--- src/rtl/wash_sequencer.sv ---
// wash_sequencer: coin-started fill/wash/rinse/spin cycle; WASH_DRAIN_EN adds a DRAIN phase
module wash_sequencer #(
  parameter int CNT_W = 29,
  parameter int REP_W = 2
) (
  input  logic             clk,
  input  logic             reset,
  input  logic             coin,
  input  logic             pause,
  input  logic [REP_W-1:0] repeat_cnt,
  input  logic [CNT_W-1:0] fill_time,
  input  logic [CNT_W-1:0] wash_time,
  input  logic [CNT_W-1:0] rinse_time,
  input  logic [CNT_W-1:0] spin_time,
`ifdef WASH_DRAIN_EN
  input  logic [CNT_W-1:0] drain_time,
`endif
  output logic [2:0]       phase,
  output logic             busy,
  output logic [CNT_W-1:0] elapsed,
  output logic             wash_done
);
  typedef enum logic [2:0] {
    IDLE     = 3'd0,
    FILLING  = 3'd1,
    WASHING  = 3'd2,
    RINSING  = 3'd3,
    SPINNING = 3'd4,
    DRAIN    = 3'd5
  } state_t;
  state_t state, state_n;
  logic [CNT_W-1:0] f_q, w_q, r_q, s_q, dur, lim;
  logic [REP_W-1:0] rep_q;
  logic fin;
  state_t after_rinse;
`ifdef WASH_DRAIN_EN
  logic [CNT_W-1:0] d_q;
  assign after_rinse = DRAIN;
`else
  assign after_rinse = SPINNING;
`endif
  assign phase = state;
  assign busy  = state != IDLE;
  // duration of the active phase; zero behaves like one cycle
  always_comb begin
    dur = state == FILLING  ? f_q :
          state == WASHING  ? w_q :
          state == RINSING  ? r_q :
`ifdef WASH_DRAIN_EN
          state == DRAIN    ? d_q :
`endif
          state == SPINNING ? s_q : '0;
    lim = dur == '0 ? '0 : dur - 1'b1;
    fin = !pause && elapsed == lim;
  end
  // next-state selection; unused codes fall back to IDLE
  always_comb begin
    state_n = state;
    case (state)
      IDLE:     state_n = coin ? FILLING : IDLE;
      FILLING:  state_n = fin ? WASHING : FILLING;
      WASHING:  state_n = fin ? RINSING : WASHING;
      RINSING:  state_n = !fin ? RINSING : rep_q != '0 ? WASHING : after_rinse;
`ifdef WASH_DRAIN_EN
      DRAIN:    state_n = fin ? SPINNING : DRAIN;
`endif
      SPINNING: state_n = fin ? IDLE : SPINNING;
      default:  state_n = IDLE;
    endcase
  end
  // state register
  always_ff @(posedge clk) begin
    if (reset) state <= IDLE;
    else       state <= state_n;
  end
  // configuration latch, pass counter, phase timer and completion pulse
  always_ff @(posedge clk) begin
    if (reset) begin
      f_q       <= '0;
      w_q       <= '0;
      r_q       <= '0;
      s_q       <= '0;
`ifdef WASH_DRAIN_EN
      d_q       <= '0;
`endif
      rep_q     <= '0;
      elapsed   <= '0;
      wash_done <= 1'b0;
    end else begin
      if (state == IDLE && coin) begin
        f_q   <= fill_time;
        w_q   <= wash_time;
        r_q   <= rinse_time;
        s_q   <= spin_time;
`ifdef WASH_DRAIN_EN
        d_q   <= drain_time;
`endif
        rep_q <= repeat_cnt;
      end
      if (state == RINSING && fin && rep_q != '0) rep_q <= rep_q - 1'b1;
      elapsed   <= state_n != state ? '0 : (state != IDLE && !pause) ? elapsed + 1'b1 : elapsed;
      wash_done <= state == SPINNING && fin;
    end
  end
endmodule

--- config.mk ---
export PLATFORM = sky130hd
export DESIGN_NAME = wash_sequencer
export DESIGN_NICKNAME = d
export VERILOG_FILES = /design/src/rtl/wash_sequencer.sv
export SDC_FILE = /design/constraint.sdc
export NUM_CORES = 1
export LEC_CHECK = 0
export BUFFER_PORTS_ARGS = -buffer_cell sky130_fd_sc_hd__buf_2
export CORE_AREA = 2 2 141 143
export DETAILED_ROUTE_END_ITERATION = 8
export DIE_AREA = 0 0 143 145
export PLACE_DENSITY = 0.76
export SLEW_MARGIN = 5
export SYNTH_ARGS = -nofsm -noshare
export SYNTH_HDL_FRONTEND = slang
export SYNTH_SLANG_ARGS = --single-unit
--- constraint.sdc ---
create_clock -name clk -period 7.1 [get_ports clk]
set_input_delay 0.71 -clock clk [delete_from_list [all_inputs] [get_ports clk]]
set_output_delay 0.71 -clock clk [all_outputs]
set_load 0.02 [all_outputs]
After elaboration in Yosys (flattened, before gate mapping):

Cells that the tools add are included.

* reduce and logical (&&, ||, !) cells: 13
* add/subtract/negate cells: 3
* multiplexer cells: 14
* eq/ne operators: 6

Operators by type and width (count)
* 29-bit 2-to-1 mux: 5
* 29-bit by 1-bit adder with 29-bit output, second input constant: 1
* 29-bit equality test: 1
* 29-bit logical NOT: 1
* 29-bit by 1-bit subtractor with 29-bit output, second input constant: 1
* 3-bit case mux with 5 select lines: 1
* 3-bit 2-to-1 mux: 3
* 3-bit by 2-bit equality test with 1-bit output, second input constant: 2
* 1-bit logical AND: 6
* 2-bit 2-to-1 mux: 3
* 2-bit nonzero test: 2
* 3-bit by 1-bit equality test with 1-bit output, second input constant: 1
* 3-bit equality test, second input constant: 1
* 3-bit logical NOT: 1
* 3-bit inequality test: 1
* 3-bit nonzero test: 1
* 1-bit 2-to-1 mux: 2
* 2-bit OR reduction: 1
* 2-bit by 1-bit subtractor with 2-bit output, second input constant: 1
* 1-bit logical NOT: 1

* input port bits: 122
* register bits: 151

Logic depth before layout (Yosys ltp):

* depth in word-level cells: 13
* depth in mapped cells: 21

Worst setup path after synthesis:

OpenSTA, ideal clock, no wires.

* path type: register to register
* from: register state[0] (netlist: phase[0])
* to: register elapsed[18]
* stages on the path, launching flop included: 21
* data required time: 6968 ps
* setup time: 132 ps
* clock period less this slack: 4511 ps
* slack: 2589 ps
* arrival time: 4379 ps
* path through: dfxtp_1 > buf_6 > buf_8 > buf_6 > buf_6 > mux2i_1 > o21ai_0 > a21oi_1 > ha_1 > nor4b_4 > nand2_1 > nor4_1 > xnor2_1 > nor4bb_1 > a211oi_1 > a2111oi_2 > nand3_1 > a21oi_1 > buf_2 > buf_4 > nor3_1

* longest elaborated chain between the ends: 13
* elaborated cells on any way between the ends: 23
* those cells by class: 1 x add/sub; 6 x eq/ne; 10 x mux; 6 x reduce/logical

RTL lines
* start, declared: line 31 `state_t state, state_n;`
* start signal, assigned: line 74 `else state <= state_n;`
* 3-bit equality test: line 52, 59
* 29-bit 2-to-1 mux: line 52 `state == SPINNING ? s_q : '0;`
* 29-bit 2-to-1 mux: line 48 `state == RINSING ? r_q :`
* 29-bit 2-to-1 mux: line 47 `state == WASHING ? w_q :`
* 29-bit 2-to-1 mux: line 46 `dur = state == FILLING ? f_q :`
* 29-bit by 1-bit subtractor with 29-bit output or 29-bit logical NOT (tied branches): line 53 `lim = dur == '0 ? '0 : dur - 1'b1;`
* 29-bit 2-to-1 mux: line 53
* 29-bit equality test: line 54 `fin = !pause && elapsed == lim;`
* 1-bit logical AND: line 54
* 3-bit 2-to-1 mux (tied with other cells): line 63 `RINSING: state_n = !fin ? RINSING : rep_q != '0 ? WASHING : after_rinse;`
* 3-bit case mux with 5 select lines: line 59 `case (state)`
* 3-bit inequality test: line 101 `elapsed <= state_n != state ? '0 : (state != IDLE && !pause) ? elapsed + 1'b1 : elapsed;`
* 2-bit OR reduction (no source line)
* end signal, assigned: line 101
* end, declared: line 20 `output logic [CNT_W-1:0] elapsed,`

Parallel ways exist; a longest one is shown, timed or not.
A chain may end at the register's enable or synchronous reset.

Final worst setup path:

* from: register state[2] (netlist: phase[2])
* to: register elapsed[5]

Same word-level chain as after synthesis.

==> flow_summary.toml <==
[die]
die_w_um = 143
chipHeight_um = 145
num_rows = 51
core-area_mm2 = 0.0192
io-pin-count = 156
initial_core_util_pct = 44.1
die-area_mm2 = 0.0207

[place]
gp_congestion = 0.933
dp.cells = 1424
place_worst_setup_slack_ns = 1.56
detailedPlacementHpwl_mm = 17.8
dpl_cell_area_mm2 = 0.00922
placement.io_buffers = 155

[clock_tree]
cts-root-buf = "sky130_fd_sc_hd__clkbuf_16"
tritoncts_num_sinks = 151
numCtsBuffers = 17
post_cts_resize_count = 0
clk_transition_reported_paths_ns = 0.07
clock_latency_ns = 0.43
cts_tree = "done"
ctsHtreeMaxLevel = 4
post_cts.repair.setup_buffers = 0
max-clock-path-buffers = 2
holdBufCountCts = 0

[drt]
drt_wirelength_mm = 23.8
wl_per_cell_um = 16.4
drt-vias-per-instance = 5.60
route.vias.total = 8159
antenna_violation_net_count_after_detailed_routing = 0
drtPass1Iterations = 5
post-route-drc-count = 0
dr.first_iter.drc_count = 622

[critical_path]
slowest_delay_ns = 0.94
worstReg2RegEnd = "elapsed[5]"
timing.critical_path.cells = "nand2b_2 > o21ai_0 > a21oi_1 > ha_1 > nor4b_4 > nand2_1 > nor4_1 > xnor2_1 > nor4bb_1 > a211oi_1 > a2111oi_2 > nand3_1 > a21oi_2 > buf_4 > nor3_1"
reg2reg_slack_ns = 1.43
critical_path_slowest_stage_cell = "sky130_fd_sc_hd__dfxtp_1"
worstPathRequired_ns = 7.38
path_class = "register to register"
timing.critical_path.to_type = "register"
r2r_cells = 15
cp-startpoint = "phase[2]"
timing.critical_path.arrival_ns = 5.94
sort_of_element_at_the_start_of_the_critical_path = "register"
path_max_fanout = 33
rr_startpoint = "phase[2]"

[final_layout]
most_frequent_standard_cell_in_the_layout_excluding_fill_and_tap_cells = "sky130_fd_sc_hd__nand2_1"
final_layout_size_suffix_gt1_share_pct = 19.8
syn_to_final_growth_pct = 15.7
sequential_cell_area_mm2 = 0.00302
num_antenna_cells = 0
multi_input_area_mm2 = 0.00500
design.final.nets = 1304
layout.cell_area.non_filler_mm2 = 0.00980
final.fill_count = 1876
final_cell_mix = "sky130_fd_sc_hd__nand2_1 (270), sky130_fd_sc_hd__buf_2 (154), sky130_fd_sc_hd__dfxtp_1 (150), sky130_fd_sc_hd__a21oi_1 (141), sky130_fd_sc_hd__nor2_1 (57)"
instances_no_fill = 1456
final_core_util_pct = 51.0

[yosys]
synthDistinctLibCells = 97
syn-num-nets = 1196
synth_edf_count = 0
synth-main-ff-cell = "sky130_fd_sc_hd__dfxtp_1"
synth_async_sr_flop_share_pct = 0
synth_area_per_cell_um2 = 7.92
netlist_area_mm2 = 0.00847
netlist.top_cell.by_area = "sky130_fd_sc_hd__dfxtp_1"
netlist_instances = 1070
synth.top_cells.by_area = "sky130_fd_sc_hd__dfxtp_1 (36%), sky130_fd_sc_hd__nand2_1 (12%), sky130_fd_sc_hd__a21oi_1 (8.4%)"
postSynthRegisterBits = 151
synth.yosys.seq_area_share_pct = 35.7
synth_warnings = 0
synth.top_cell.area_share_pct = 35.7

[power_and_ir_drop]
power_density_mw_per_mm2 = 225
power_leakage_uw = 0.00387
peakVddDrop_uv = 183

[sta]
period_minus_slack_ns = 5.67
grt_setup_unrepaired = "false"
worst_pin_slew_ns = 1.03
finalClockSkew_ns = 0.0126
post-route-worst-setup-slack_ns = 1.43
setup_violations = 0
maxSlewHeadroom_pct = 31.5
maximum_clock_rate_mhz = 176
hold_viol = 0
setup_total_negative_slack_ns = 0
post-route-period-util_pct = 79.8
drv_slew = 0

[min_path]
hold_end = "w_q[15]"
holdCritPathClass = "register to register"
hold_critical_path_depth = 2
hold_path_startpoint = "w_q[15]"

[global_routing]
wire_length_of_the_first_global_routing_pass_mm = 38.3
grt_max_degree = 108
grt_use_total_pct = 23.1
initial_antenna_violation_count = 0
globalRoute.totalOverflow = 0
grt_pass1_vias = 7485

[status]
status = "finished clean"

[run]
maxCapViolations = 0
-- per-layer routing --
metal	vias up	routed length, um	share of wire, %	global-route usage (%)
li1	4002	-	-	-
met5	-	0	0	0
met3	25	1540	6.5	4.75
met2	299	11000	46	35.6
met4	0	361	1.5	5.84
met1	3833	10900	46	32.9
-- report_power, final --
group	internal, uW	total (uW)	switching (uW)
Sequential	890	930	39.1
Clock	521	896	375
Combinational	153	381	228
-- flip-flops by register name, summed over array words and instances, names as in the netlist --
register,cells
s_q,29
f_q,29
phase,3
rep_q,2
elapsed,29
wash_done,1
r_q,29
w_q,29
-- logic make-up after synthesis --
| kind of cell | count (synthesis) | share of synthesized area (%) |
|---|---|---|
| and+or+nand+nor | 506 | 30.0 |
| AOI/OAI and AO/OA | 241 | 18.3 |
| DFF | 151 | 35.7 |
| buffers and inverters | 82 | 5.48 |
| xor gates and xnor gates | 57 | 6.38 |
| muxes | 29 | 3.59 |
| adders and majority gates | 4 | 0.591 |
-- synth_stat cells, types with 6 or more instances --
cell / number
sky130_fd_sc_hd__a21oi_1: 142
sky130_fd_sc_hd__and3_1: 14
sky130_fd_sc_hd__and4_1: 8
sky130_fd_sc_hd__buf_2: 9
sky130_fd_sc_hd__buf_6: 12
sky130_fd_sc_hd__clkbuf_1: 42
sky130_fd_sc_hd__dfxtp_1: 151
sky130_fd_sc_hd__inv_1: 8
sky130_fd_sc_hd__mux2i_1: 21
sky130_fd_sc_hd__nand2_1: 271
sky130_fd_sc_hd__nand2b_1: 6
sky130_fd_sc_hd__nand3_1: 13
sky130_fd_sc_hd__nand4_1: 15
sky130_fd_sc_hd__nor2_1: 57
sky130_fd_sc_hd__nor3_1: 43
sky130_fd_sc_hd__nor4_1: 16
sky130_fd_sc_hd__nor4bb_1: 9
sky130_fd_sc_hd__o21ai_0: 20
sky130_fd_sc_hd__o2bb2ai_1: 12
sky130_fd_sc_hd__xnor2_1: 31
sky130_fd_sc_hd__xor2_1: 23
-- worst max-delay path, delay by kind of cell, from the launching register on --
family	cells	cell delay [ns]
simple gates	7	2.40
compound gates	5	1.35
flops	1	0.94
buf+inv	1	0.31
fa+ha+maj	1	0.29
xor+xnor	1	0.19
-- per-stage QoR --
stage                     hold slack [ns]  power [uW]
final                               0.449        2210
after floorplan                     0.431        1220
after global routing                0.469        2300
after global placement              0.440        1320
after detailed placement            0.442        1320
after CTS                           0.450        2210
-- worst max path at each step --
stage,endpoint,slack [ns],depth (start not counted)
2_1_floorplan,elapsed[18],2.59,20
3_3_place_gp,elapsed[4],1.76,13
3_5_place_dp,elapsed[7],1.56,15
4_1_cts,elapsed[7],1.53,15
5_1_grt,elapsed[5],0.86,15
6_report,elapsed[5],1.43,15
-- area by class of cell --
cell class,count,share of cell area [%]
Clock inverter,13,1.47
Multi-Input combinational cell,837,51.0
Inverter,8,0.306
Clock buffer,19,4.42
Timing Repair Buffer,163,8.56
Tap cell,265,3.38
Sequential cell,151,30.9
No activity file was read; power rests on OpenSTA's default activity.
